**src/rtl/df_adder_arbiter.sv**
```systemverilog
`default_nettype none
// ============================================================================
// Module  : df_adder_arbiter
// Purpose : Round-robin arbiter sharing one saturating adder among NREQ
//           requesters, with a registered valid/ready result port.
// Rev     : 1.0
// ============================================================================
module df_adder_arbiter #(
    parameter int NREQ  = 4,
    parameter int W_IN  = 9,
    parameter int W_OUT = 8
) (
    input  logic                 clk,
    input  logic                 reset_n,
    input  logic [NREQ-1:0]      req_i,
    input  logic [NREQ*W_IN-1:0] a_i,
    input  logic [NREQ*W_IN-1:0] b_i,
    output logic [NREQ-1:0]      gnt_o,
    output logic                 res_valid_o,
    input  logic                 res_ready_i,
    output logic [W_OUT-1:0]     res_o,
    output logic [1:0]           res_id_o,
    output logic                 sat_o,
    output logic [7:0]           sat_cnt_o
);

    localparam int            ID_W    = 2;
    localparam logic [W_IN:0] SAT_LIM = (W_IN+1)'((1 << W_OUT) - 1);
    localparam logic [7:0]    CNT_MAX = 8'hFF;

    logic [ID_W-1:0]  ptr_q, ptr_d;
    logic             valid_q, valid_d;
    logic [W_OUT-1:0] res_q, res_d;
    logic [ID_W-1:0]  id_q, id_d;
    logic             sat_q, sat_d;
    logic [7:0]       cnt_q, cnt_d;

    logic             free;
    logic             any_gnt;
    logic [ID_W-1:0]  sel_idx;
    logic [ID_W-1:0]  cand;
    logic [W_IN-1:0]  a_sel;
    logic [W_IN-1:0]  b_sel;
    logic [W_IN:0]    sum;
    logic             consume;

    assign free    = !valid_q || res_ready_i;
    assign consume = valid_q && res_ready_i;

    // Search starts at ptr and wraps; first active requester wins.
    always_comb begin
        gnt_o   = '0;
        any_gnt = 1'b0;
        sel_idx = '0;
        cand    = '0;
        if (reset_n && free) begin
            for (int i = 0; i < NREQ; i++) begin
                cand = ptr_q + ID_W'(i);
                if (!any_gnt && req_i[cand]) begin
                    any_gnt        = 1'b1;
                    sel_idx        = cand;
                    gnt_o[cand]    = 1'b1;
                end
            end
        end
    end

    assign a_sel = a_i[sel_idx*W_IN +: W_IN];
    assign b_sel = b_i[sel_idx*W_IN +: W_IN];
    assign sum   = {1'b0, a_sel} + {1'b0, b_sel};

    always_comb begin
        ptr_d   = ptr_q;
        valid_d = valid_q;
        res_d   = res_q;
        id_d    = id_q;
        sat_d   = sat_q;
        cnt_d   = cnt_q;
        if (any_gnt) begin
            ptr_d   = sel_idx + ID_W'(1);
            valid_d = 1'b1;
            id_d    = sel_idx;
            sat_d   = (sum > SAT_LIM);
            res_d   = (sum > SAT_LIM) ? SAT_LIM[W_OUT-1:0] : sum[W_OUT-1:0];
        end else if (consume) begin
            valid_d = 1'b0;
        end
        // Count only results actually handed to the consumer.
        if (consume && sat_q && (cnt_q != CNT_MAX)) begin
            cnt_d = cnt_q + 8'd1;
        end
    end

    always_ff @(posedge clk) begin
        if (!reset_n) begin
            ptr_q   <= '0;
            valid_q <= 1'b0;
            res_q   <= '0;
            id_q    <= '0;
            sat_q   <= 1'b0;
            cnt_q   <= '0;
        end else begin
            ptr_q   <= ptr_d;
            valid_q <= valid_d;
            res_q   <= res_d;
            id_q    <= id_d;
            sat_q   <= sat_d;
            cnt_q   <= cnt_d;
        end
    end

    assign res_valid_o = valid_q;
    assign res_o       = res_q;
    assign res_id_o    = id_q;
    assign sat_o       = sat_q;
    assign sat_cnt_o   = cnt_q;

endmodule
`default_nettype wire

```
**config.mk**
```make
export PLATFORM = sky130hd
export DESIGN_NAME = df_adder_arbiter
export DESIGN_NICKNAME = d
export VERILOG_FILES = /design/src/rtl/df_adder_arbiter.sv
export SDC_FILE = /design/constraint.sdc
export NUM_CORES = 1
export LEC_CHECK = 0
export ABC_CLOCK_PERIOD_IN_PS = 4550
export CAP_MARGIN = 20
export CORE_MARGIN = 2
export CORE_UTILIZATION = 39
export CTS_CLUSTER_DIAMETER = 120
export DETAILED_ROUTE_END_ITERATION = 8
export PLACE_DENSITY = 0.78
export RECOVER_POWER = 50
export SLEW_MARGIN = 0
export SYNTH_ARGS = -nofsm -noshare
export SYNTH_HDL_FRONTEND = slang
export SYNTH_SLANG_ARGS = --single-unit
```
**constraint.sdc**
```tcl
create_clock -name clk -period 4.55 [get_ports clk]
set_clock_uncertainty 0.05 [all_clocks]
set_input_delay 1.365 -clock clk [delete_from_list [all_inputs] [get_ports clk]]
set_output_delay 1.365 -clock clk [all_outputs]
set_load 0.005 [all_outputs]
```
# Yosys cells after proc, flatten, opt, wreduce, memory -nomap -nowiden
# Index checks and enable logic that the tools add are counted.
[word_totals]
ff_bits = 22
wordCells = 85
[classes]
addsub = 6
multipliers = 1
shift = 2
reduce_logical = 17
n_eq_ne = 1
muxes = 40
magnitude_cmp = 9
bitwise = 3
[ops]
columns = ["op", "n"]
rows = [
  ["$shiftx 36x7->9", 2],
  ["$mux 4", 8],
  ["$mux 1", 18],
  ["$lt 2x3->1 const B", 4],
  ["$or 4x4->4", 3],
  ["$logic_and 1x1->1", 11],
  ["$add 9x9->10", 1],
  ["$gt 10x8->1 const B", 1],
  ["$mux 2", 5],
  ["$add 8x1->8 const B", 1],
  ["$bmux 1 s2", 4],
  ["$demux 1 s2", 4],
  ["$ge 2x1->1 const B", 4],
  ["$mux 8", 1],
  ["$ne 8x8->1 const B", 1],
  ["$mul 2x4->6 const B", 1],
  ["$add 2x1->2 const B", 2],
  ["$add 2x2->2 const B", 2],
  ["$logic_not 1->1", 4],
  ["$reduce_bool 2->1", 1],
  ["$logic_or 1x1->1", 1],
]

# Logic depth before layout (Yosys ltp)
# Gate-level depths: netlist of the first run.
[logic_depth]
word_depth = 21
mapped_depth = 20
depth_no_buf = 17

# Least setup slack after synthesis of the first run
# OpenSTA, ideal clock, no wires.
[synth_timing]
path_kind = "input -> register"
from = "in req_i[2]"
to = "reg res_q[0], in the netlist res_o[0]"
setup_time_ps = 135
path_buffers = 2
setup_slack_ps = -292
t_arrival_ps = 4658
stages = 16
required_ps = 4365
cell_sequence = "buf_2 > mux4_2 > o21ba_1 > nor3_1 > o21ai_2 > buf_6 > mux2i_1 > ha_1 > inv_1 > fa_1 > nor2b_1 > o31ai_1 > a21boi_0 > o211ai_1 > a21oi_1 > a21oi_1"
[synth_between]
elab_chain_len = 21
elab_cells_between_ends = 33
classes_between = "1 x add/sub; 1 x mul; 1 x order compare; 2 x shift; 22 x mux; 6 x reduce/logical"
[synth_rtl]
columns = ["element", "line", "text"]
rows = [
  ["start, declared", "15", "input logic [NREQ-1:0] req_i,"],
  ["$bmux 1 s2", "59", "if (!any_gnt && req_i[cand]) begin"],
  ["$mux 1 (not written as such)", "59", ""],
  ["$mux 1", "59", ""],
  ["$mux 1", "56", "if (reset_n && free) begin"],
  ["$logic_not 1->1", "59", ""],
  ["$logic_and 1x1->1", "59", ""],
  ["$mux 1", "59", ""],
  ["$mux 1", "56", ""],
  ["(+5 left out)", "n/a", ""],
  ["$logic_and 1x1->1", "59", ""],
  ["$mux 2", "59", ""],
  ["$mux 2", "56", ""],
  ["$mul 2x4->6", "68, 69", ""],
  ["$shiftx 36x7->9, on equally long branches", "68, 69", ""],
  ["$add 9x9->10", "70", "assign sum = {1'b0, a_sel} + {1'b0, b_sel};"],
  ["$gt 10x8->1", "84", "res_d = (sum > SAT_LIM) ? SAT_LIM[W_OUT-1:0] : sum[W_OUT-1:0];"],
  ["$mux 8", "84", ""],
  ["end signal, assigned", "105", "res_q <= res_d;"],
  ["end, declared", "33", "logic [W_OUT-1:0] res_q, res_d;"],
]
# Parallel ways exist; a longest one is shown, timed or not. The select of a mux whose other input is x is not followed.
# A chain may end at the register's enable or synchronous reset.

# Worst setup path after layout of the first run
[layout_timing]
from = "in req_i[2]"
to = "reg res_q[7], in the netlist res_o[7]"
# The elaborated chain is that of the path after synthesis.

==> results of run 1 <==
## report_power, final
group	total [mW]	internal, mW	switching (mW)
combinational	0.943	0.520	0.423
sequential	0.241	0.221	0.0197
clock	0.114	0.0588	0.0549
## state kept, by name, indices dropped and copies added (netlist names)
name         count
sat_cnt_o        8
res_valid_o      1
res_o            8
sat_o            1
res_id_o         2
ptr_q            2
## cells in the final DEF, fill, tap and decap left out, types with 3 or more instances in the layout
cell type and instances:
clkbuf_8 3, nand3_1 6, o21ai_0 4, mux2i_1 57
buf_4 39, and2_1 8, a21oi_1 16, and3_1 3
xor2_1 8, nor2b_1 3, a21boi_1 4, buf_12 4
dfxtp_1 22, a21oi_2 6, nor2_1 16, xnor2_1 3
a221oi_2 3, a31oi_1 3, a22oi_2 3, buf_6 5
mux4_2 3, nand2_1 13, inv_1 4, nand2b_1 3
clkdlybuf4s50_1 94, ha_1 17
## worst max-delay path: stages
cell and delay, ps:
buf_6 100, buf_6 110, mux4_2 460, nor2b_4 160, buf_6 110, o21a_1 190, o21ai_4 180, buf_6 140
buf_16 100, mux2_2 350, fa_2 390, nor2b_4 150, o31ai_4 70, a21boi_2 160, o211ai_1 150, a21oi_2 190
buf_6 140, a21oi_1 60
## per-stage QoR
step	hold slack, ps	power, mW	cell area (um^2)	cells
4_1_cts	430	1.23	3830	471
2_1_floorplan	401	0.742	2380	262
6_report	440	1.30	3930	474
5_1_grt	467	1.39	3930	474
3_5_place_dp	420	1.07	3710	461
3_3_place_gp	409	1.06	3710	461
## cells by family (layout without fill, tap and decap cells)
group | Yosys count | count (layout) | share of synthesized area
DFF | 22 | 22 | 0.189
adders and majority gates | 19 | 19 | 0.105
muxes | 63 | 63 | 0.288
xor gates and xnor gates | 11 | 11 | 0.0413
buffers and inverters | 20 | 157 | 0.0536
AOI/OAI and AO/OA | 62 | 62 | 0.177
and+or+nand+nor | 65 | 65 | 0.146
## repair_timing
| item | in CTS | in global routing |
|---|---|---|
| endpoints found under the hold margin | 0 | 0 |
| gates resized for setup | 32 | 16 |
| buffers inserted | 7 | 3 |
| pin swaps | 10 | 2 |
| gates cloned | 1 | 0 |
| setup endpoints to repair | 13 | 12 |
## layer usage
layer / track usage / wire length, um
met1: 0.233 / 2780
met2: 0.407 / 3930
met3: 0.0200 / 252
met4: 0.0356 / 59
met5: 0 / 0
## cells in the mapped netlist (all sizes together), types with 5 or more instances
cell,number,area share
nand2,13,0.021
nor2,16,0.026
buf,13,0.042
a21boi,6,0.019
a21oi,22,0.047
and2,8,0.021
o21ai,7,0.017
xor2,8,0.030
nor2b,5,0.013
mux2i,58,0.25
a221oi,5,0.019
inv,5,0.0080
dfxtp,22,0.19
nand3,7,0.017
ha,18,0.097
a22oi,5,0.016
## worst max path at each step
stage,start,end,slack [ps],cells after the start
floorplan,req_i[2],res_o[0],0.5,16
detailed placement,req_i[0],sat_o,-590,17
global route,req_i[2],res_o[7],-100,19
finish,req_i[2],res_o[7],70,18
global placement,req_i[1],res_o[3],-450,19
CTS,req_i[2],res_o[6],40,19
## cell type report
| class | count | area, um^2 |
|---|---|---|
| inverter | 5 | 18.8 |
| sequential | 22 | 440 |
| timing repair buffer | 149 | 1450 |
| multi-input combinational | 220 | 1890 |
| fill | 478 | 1920 |
| clock buffer | 3 | 41.3 |
| tap | 75 | 93.8 |
==> impl_metrics.env, run 1 <==
export IMPL_status="completed"
export IMPL_clkLatencyLatePin_ps=250
export IMPL_pre_cts_ws_ps=-595
export IMPL_grt_pass1_vias=2479
export IMPL_start_util=0.399
export IMPL_min_to="res_id_o[1]"
export IMPL_leakage_nw=1.91
export IMPL_via_per_inst=5.30
export IMPL_core_rowCount=28
export IMPL_grtUsageTotal=0.204
export IMPL_initialDrtViolationCount=103
export IMPL_grt_pass1_wl_um=10900
export IMPL_final_nets=499
export IMPL_fp_coreArea_mm2=0.00585
export IMPL_worstMarginPinSlew_ps=609
export IMPL_tns_ps=0
export IMPL_r2r_start="ptr_q[0]"
export IMPL_cts_sinks=22
export IMPL_die_x_um=81.3
export IMPL_postRouteAntennaNets=0
export IMPL_seq_area_frac_synth=0.189
export IMPL_critical_path_arrival_ps=4570
export IMPL_synth_seq_cells=22
export IMPL_hold_buffers=0
export IMPL_drv_slew=0
export IMPL_io_pins=103
export IMPL_place_hpwl_um=5400
export IMPL_cts_tree="done"
export IMPL_drive_gt1_frac=0.213
export IMPL_htree_levels=1
export IMPL_maxCapViolCount=0
export IMPL_worstSetupEndpointType="flop"
export IMPL_path_class="in2reg"
export IMPL_final_core_util=0.672
export IMPL_clkSlewWorstSetupHoldPaths_ps=70
export IMPL_avgSynthCellArea_um2=8.90
export IMPL_wirelength_um=7020
export IMPL_synth_edff_count=0
export IMPL_ys_warn_count=0
export IMPL_antenna_found_initial=0
export IMPL_grt_start_max_net_pins=24
export IMPL_hp_class="reg2reg"
export IMPL_setup_viol=0
export IMPL_async_reset_ff_frac=0
export IMPL_hold_viol=0
export IMPL_port_buffers=102
export IMPL_peakVddDrop_mv=0.162
export IMPL_relSlewSlack=0.592
export IMPL_dieArea_mm2=0.00661
export IMPL_fin_crit_ps=4480
export IMPL_cts_root_to_sink_buffers=2
export IMPL_syn_to_final_growth_pct=68.5
export IMPL_yosysUniqueCellTypes=49
export IMPL_synth_flop_cell="dfxtp_1"
export IMPL_grt_overflow_total=0
export IMPL_cts_buffers=3
export IMPL_gp_routability_congestion=0.858
export IMPL_hp_start="res_id_o[1]"
export IMPL_syn_inst=262
export IMPL_die_y_um=81.3
export IMPL_drc=0
export IMPL_crit_path_start_kind="primary input"
export IMPL_critical_path_peak_fanout=5
export IMPL_reg2reg_slack_ps=400
export IMPL_cts_root_buf="clkbuf_8"
export IMPL_reg2reg_depth=19
export IMPL_syn_area_mm2=0.00233
export IMPL_syn_nets=360
export IMPL_min_period_over_period=0.984
export IMPL_wl_per_cell_um=14.8
export IMPL_reg2reg_to="res_o[7]"
export IMPL_whs_path_depth=2
export IMPL_dr_pass1_iters=4
export IMPL_diodes=0
export IMPL_vias=2512
export IMPL_rsz0062_at_grt="true"
export IMPL_crit_required_ps=4640
export IMPL_powerDensity_mw_per_mm2=330
export IMPL_fmax_mhz=223
export IMPL_fin_ws_ps=70.7
Note: power is estimated with default switching activity, not from simulation.
==> run 2: changes to the inputs <==
--- a/config.mk
+++ b/config.mk
@@ -7,7 +7,6 @@
 export LEC_CHECK = 0
 export ABC_CLOCK_PERIOD_IN_PS = 4550
 export CAP_MARGIN = 20
-export CORE_MARGIN = 2
 export CORE_UTILIZATION = 39
 export CTS_CLUSTER_DIAMETER = 120
 export DETAILED_ROUTE_END_ITERATION = 8
==> run 2 against run 1 <==
  * Hold slack got worse by 30 ps
  * Count of clock-buffer cells in the layout did not move
  * Sequential power barely moved
  * Global-route usage rose by 1.4 points
  * Sequential share of layout area fell by 0.33 points
  * Power rose by 4.0%
  * Clock power barely moved
  * Critical endpoint is now sat_o
  * Largest cell class unchanged
  * Largest power group unchanged
  * Highest routed layer unchanged
==> impl_metrics.env, run 2 (synthesized netlist as in run 1, its figures left out) <==
export IMPL_via_per_inst=5.48
export IMPL_wl_per_cell_um=15.6
export IMPL_cts_buffers=3
export IMPL_dp_cells=454
export IMPL_worstSetupEndpointType="flop"
export IMPL_crit_required_ps=4630
export IMPL_p_comb_frac=0.738
export IMPL_swShare=0.392
export IMPL_critPathCapture="sat_o"
export IMPL_gp_routability_congestion=0.843
export IMPL_antenna_found_initial=0
export IMPL_core_rowCount=27
export IMPL_placed_area_mm2=0.00367
export IMPL_hold_viol=0
export IMPL_hp_class="reg2reg"
export IMPL_clkLatencyLatePin_ps=250
export IMPL_fin_cells=468
export IMPL_clkSlewWorstSetupHoldPaths_ps=70
export IMPL_multi_input_area_mm2=0.00203
export IMPL_crit_start="req_i[0]"
export IMPL_drv_slew=0
export IMPL_maxCapViolCount=0
export IMPL_rsz0062_at_grt="true"
export IMPL_reg2reg_to="sat_o"
export IMPL_grt_pass1_vias=2527
export IMPL_p_int_uw=820
export IMPL_io_pins=103
export IMPL_postRouteAntennaNets=0
export IMPL_diodes=0
export IMPL_path_class="in2reg"
export IMPL_dr_pass1_iters=4
export IMPL_die_y_um=79.3
export IMPL_fin_crit_ps=4520
export IMPL_min_period_over_period=0.993
export IMPL_reg2reg_slack_ps=190
export IMPL_hold_buffers=0
export IMPL_mostFrequentLayoutCell="clkdlybuf4s50_1"
export IMPL_place_hpwl_um=5300
export IMPL_htree_levels=1
export IMPL_leakage_nw=1.88
export IMPL_grt_pass1_wl_um=11200
export IMPL_critPathMaxStageDelay_ps=430
export IMPL_design_area_mm2=0.00405
export IMPL_fill_cells=419
export IMPL_powerDensity_mw_per_mm2=333
export IMPL_status="completed"
export IMPL_crit_path_start_kind="primary input"
export IMPL_cts_root_to_sink_buffers=2
export IMPL_cts_sinks=22
export IMPL_clkPwrFrac=0.084
export IMPL_grtUsageTotal=0.218
export IMPL_grt_overflow_total=0
export IMPL_setup_viol=0
export IMPL_cts_tree="done"
export IMPL_fp_coreArea_mm2=0.00564
export IMPL_final_nets=496
export IMPL_syn_to_final_growth_pct=73.6
export IMPL_relSlewSlack=0.628
export IMPL_crit_chain="buf_8, or3b_4, a2111o_1, nand3_2, o31ai_4, buf_12, buf_12, mux2i_4, mux2_4, fa_2, nor2b_4, o31ai_4, a21boi_2, o211ai_1, a211oi_1, o21ai_1"
export IMPL_vias=2566
export IMPL_cts_root_buf="clkbuf_8"
export IMPL_wirelength_um=7280
export IMPL_initialDrtViolationCount=62
export IMPL_peakVddDrop_mv=0.192
export IMPL_mostFrequentLayoutCells="94 x clkdlybuf4s50_1, 46 x mux2i_1, 33 x buf_4"
export IMPL_critical_path_arrival_ps=4600
export IMPL_drc=0
export IMPL_critical_path_peak_fanout=8
export IMPL_worstMarginPinSlew_ps=556
export IMPL_critPathSlowestCell="a2111o_1"
export IMPL_start_util=0.413
export IMPL_drive_gt1_frac=0.245
export IMPL_port_buffers=102
export IMPL_switchingPower_uw=529
export IMPL_dieArea_mm2=0.00629
export IMPL_reg2reg_depth=17
export IMPL_regArea_um2=440
export IMPL_p_seq_frac=0.178
export IMPL_r2r_start="ptr_q[0]"
export IMPL_grt_start_max_net_pins=25
export IMPL_fmax_mhz=221
export IMPL_die_x_um=79.3
-- run 2: power by group through the flow --
stage          logic, mW  registers, mW  clock network [mW]
6_report           0.996          0.240               0.113
4_1_cts            0.869          0.239               0.117
2_1_floorplan      0.495          0.247                   0
3_3_place_gp       0.801          0.243                   0
5_1_grt             1.07          0.243               0.128
3_5_place_dp       0.818          0.243                   0
-- run 2: worst max-delay path, delay by kind of cell --
family / cells / cell delay, ps
AND/OR/NAND/NOR: 3 / 620
AO/OA/AOI/OAI: 7 / 1290
adder cells (fa/ha/maj): 1 / 420
buffers and inverters: 3 / 410
multiplexers: 2 / 480
-- run 2: cell type report --
| type | instances | area share |
|---|---|---|
| multi-input cells | 220 | 0.501 |
| inverters | 5 | 0.00464 |
| clock buffers | 3 | 0.0102 |
| well taps | 72 | 0.0223 |
| flip-flops and latches | 22 | 0.109 |
| repair buffers | 146 | 0.353 |
-- run 2: timing repair --
action	4_1_cts	5_1_grt
cloned	0	0
setup buffers	6	7
pin swaps	10	19
setup endpoints to repair	13	13
gates resized for setup	29	52
-- run 2: worst min path at each step --
stage,start,endpoint,slack (ps),depth (start not counted)
floorplan,res_id_o[0],res_id_o[0],400,2
global placement,res_id_o[1],res_id_o[1],390,2
detailed placement,res_id_o[1],res_id_o[1],400,2
CTS,res_id_o[1],res_id_o[1],410,2
global route,res_id_o[0],res_id_o[0],440,2
finish,res_id_o[1],res_id_o[1],410,2
-- run 2: per-stage QoR --
| step | hold WS, ps | worst slack (ps) | power, mW | utilization | TNS (ps) |
|---|---|---|---|---|---|
| after detailed placement | 401 | -639 | 1.06 | 0.651 | -7440 |
| after CTS | 411 | 36.6 | 1.23 | 0.674 | 0 |
| after global placement | 391 | -476 | 1.04 | 0.651 | -5810 |
| final | 410 | 31.5 | 1.35 | 0.717 | 0 |
| after global routing | 444 | -104 | 1.44 | 0.717 | -393 |
| after floorplan | 401 | 0.521 | 0.742 | - | 0 |
-- run 2: per-layer routing --
layer | wire, um | vias up | track usage
met2 | 4060 | 87 | 0.434
met5 | 0 | - | 0
met3 | 355 | 16 | 0.0322
met1 | 2700 | 1217 | 0.234
li1 | - | 1246 | -
met4 | 155 | 0 | 0.0600
==> run 3: changes to the inputs <==
--- a/config.mk
+++ b/config.mk
@@ -7,10 +7,9 @@
 export LEC_CHECK = 0
 export ABC_CLOCK_PERIOD_IN_PS = 4550
 export CAP_MARGIN = 20
-export CORE_UTILIZATION = 39
+export CORE_UTILIZATION = 31
 export CTS_CLUSTER_DIAMETER = 120
 export DETAILED_ROUTE_END_ITERATION = 8
-export PLACE_DENSITY = 0.78
 export RECOVER_POWER = 50
 export SLEW_MARGIN = 0
 export SYNTH_ARGS = -nofsm -noshare
==> run 3 against run 2 <==
  * The flow now finishes with violations (setup timing)
  * First-iteration DRC count is 35% higher
  * Critical path depth is 3 higher
  * Hold slack better by 16 ps
  * Register-to-register slack better by 160 ps
  * Global-route usage is 4.8 points lower
  * Critical endpoint is now res_o[3]
==> impl_metrics.env, run 3 (synthesized netlist as in run 1, its figures left out) <==
export IMPL_worstSetupEndpointType="flop"
export IMPL_cts_root_buf="clkbuf_8"
export IMPL_leakage_nw=1.93
export IMPL_critical_path_peak_fanout=7
export IMPL_hp_start="res_id_o[1]"
export IMPL_syn_to_final_growth_pct=71.0
export IMPL_final_nets=508
export IMPL_fin_crit_ps=4550
export IMPL_dieArea_mm2=0.00787
export IMPL_die_y_um=88.7
export IMPL_core_rowCount=31
export IMPL_powerDensity_mw_per_mm2=323
export IMPL_status="finished, violations left"
export IMPL_port_buffers=102
export IMPL_grt_start_max_net_pins=25
export IMPL_fp_coreArea_mm2=0.00725
export IMPL_r2r_start="ptr_q[0]"
export IMPL_grt_pass1_vias=2389
export IMPL_worstMarginPinSlew_ps=576
export IMPL_finalPower_mw=1.29
export IMPL_initialDrtViolationCount=84
export IMPL_placed_area_mm2=0.00377
export IMPL_cts_tree="done"
export IMPL_clkLatencyLatePin_ps=250
export IMPL_reg2reg_slack_ps=350
export IMPL_crit_start="req_i[0]"
export IMPL_wl_per_cell_um=13.1
export IMPL_grtUsageTotal=0.170
export IMPL_critical_path_arrival_ps=4650
export IMPL_peakVddDrop_mv=0.150
export IMPL_fin_cells=507
export IMPL_drive_gt1_frac=0.233
export IMPL_crit_path_start_kind="primary input"
export IMPL_grt_overflow_total=0
export IMPL_gp_routability_congestion=0.826
export IMPL_maxCapViolCount=0
export IMPL_dr_pass1_iters=4
export IMPL_place_hpwl_um=5370
export IMPL_reg2reg_depth=19
export IMPL_reg2reg_to="res_o[3]"
export IMPL_die_x_um=88.7
export IMPL_wirelength_um=6630
export IMPL_cts_buffers=3
export IMPL_drc=0
export IMPL_cts_sinks=22
export IMPL_fin_ws_ps=-0.788
export IMPL_min_to="res_id_o[1]"
export IMPL_vias=2472
export IMPL_relSlewSlack=0.613
export IMPL_failed_checks="setup timing"
export IMPL_diodes=0
export IMPL_start_util=0.322
export IMPL_pre_cts_ws_ps=-601
export IMPL_clkSlewWorstSetupHoldPaths_ps=70
export IMPL_final_core_util=0.550
export IMPL_hold_viol=0
export IMPL_dp_cells=493
export IMPL_path_class="in2reg"
export IMPL_postRouteAntennaNets=0
export IMPL_fmax_mhz=220
export IMPL_whs_path_depth=2
export IMPL_design_area_mm2=0.00399
export IMPL_io_pins=103
export IMPL_cts_root_to_sink_buffers=2
export IMPL_via_per_inst=4.88
export IMPL_htree_levels=1
export IMPL_grt_pass1_wl_um=10700
export IMPL_min_period_over_period=1.00
export IMPL_mostFrequentLayoutCells="94 x clkdlybuf4s50_1, 57 x mux2i_1, 47 x buf_4"
export IMPL_setup_viol=1
export IMPL_rsz0062_at_grt="true"
export IMPL_antenna_found_initial=0
export IMPL_drv_slew=0
export IMPL_crit_required_ps=4650
export IMPL_hp_class="reg2reg"
export IMPL_mostFrequentLayoutCell="clkdlybuf4s50_1"
==> run 3: cell types whose count changed in the layout (fill, tap and decap cells not counted), sizes merged <==
cell,change
buf,+12
clkbuf,+2
dlygate4sd2,-3
clkdlybuf4s15,+1
==> run 3: critical path, cell delays in order <==
cell and delay (ps):
buf_8 100, buf_6 110, mux4_2 460, nor2b_4 150, buf_6 100, o21a_1 210, o21ai_4 200, buf_12 140
mux2i_1 200, ha_2 210, inv_2 40, fa_2 380, nor2b_4 150, o31ai_4 100, a21boi_2 160, o211ai_1 140
a21oi_2 230, buf_6 150, a21oi_2 50
==> run 3: repair_timing <==
action,CTS,global route
endpoints found under the setup margin,13,13
hold buffers,0,0
gates resized for setup,18,37
setup buffers,4,7
pin swaps,2,11
==> run 3: worst max-delay path by stage <==
stage,to,depth (start not counted)
global placement,res_o[6],18
global route,res_o[3],19
CTS,res_o[6],20
floorplan,res_o[0],16
finish,res_o[3],19
detailed placement,res_o[0],18
==> run 3: where the power goes <==
part | internal [mW] | switching, mW | total (mW)
clock | 0.0589 | 0.0556 | 0.115
combinational | 0.523 | 0.414 | 0.937
sequential | 0.221 | 0.0169 | 0.238
==> run 3: routing by layer <==
metal,part of all wire,vias to the layer above,GRT usage
li1,-,1266,-
met1,0.41,1125,0.191
met2,0.54,73,0.339
met3,0.044,8,0.0215
met4,0.014,0,0.0308
met5,0,-,0
==> run 3: metrics by stage <==
stage	hold WS, ps	setup TNS [ps]
6_report	426	-0.788
5_1_grt	450	-1140
4_1_cts	428	0
3_5_place_dp	418	-7240
3_3_place_gp	406	-7220
2_1_floorplan	401	0
==> run 3: area by class of cell <==
type	count	area (um^2)
clock buffers	3	41.3
multi-input cells	220	1880
repair buffers	158	1490
well taps	99	124
flip-flops and latches	22	440
fillers	673	3260
inverters	5	18.8
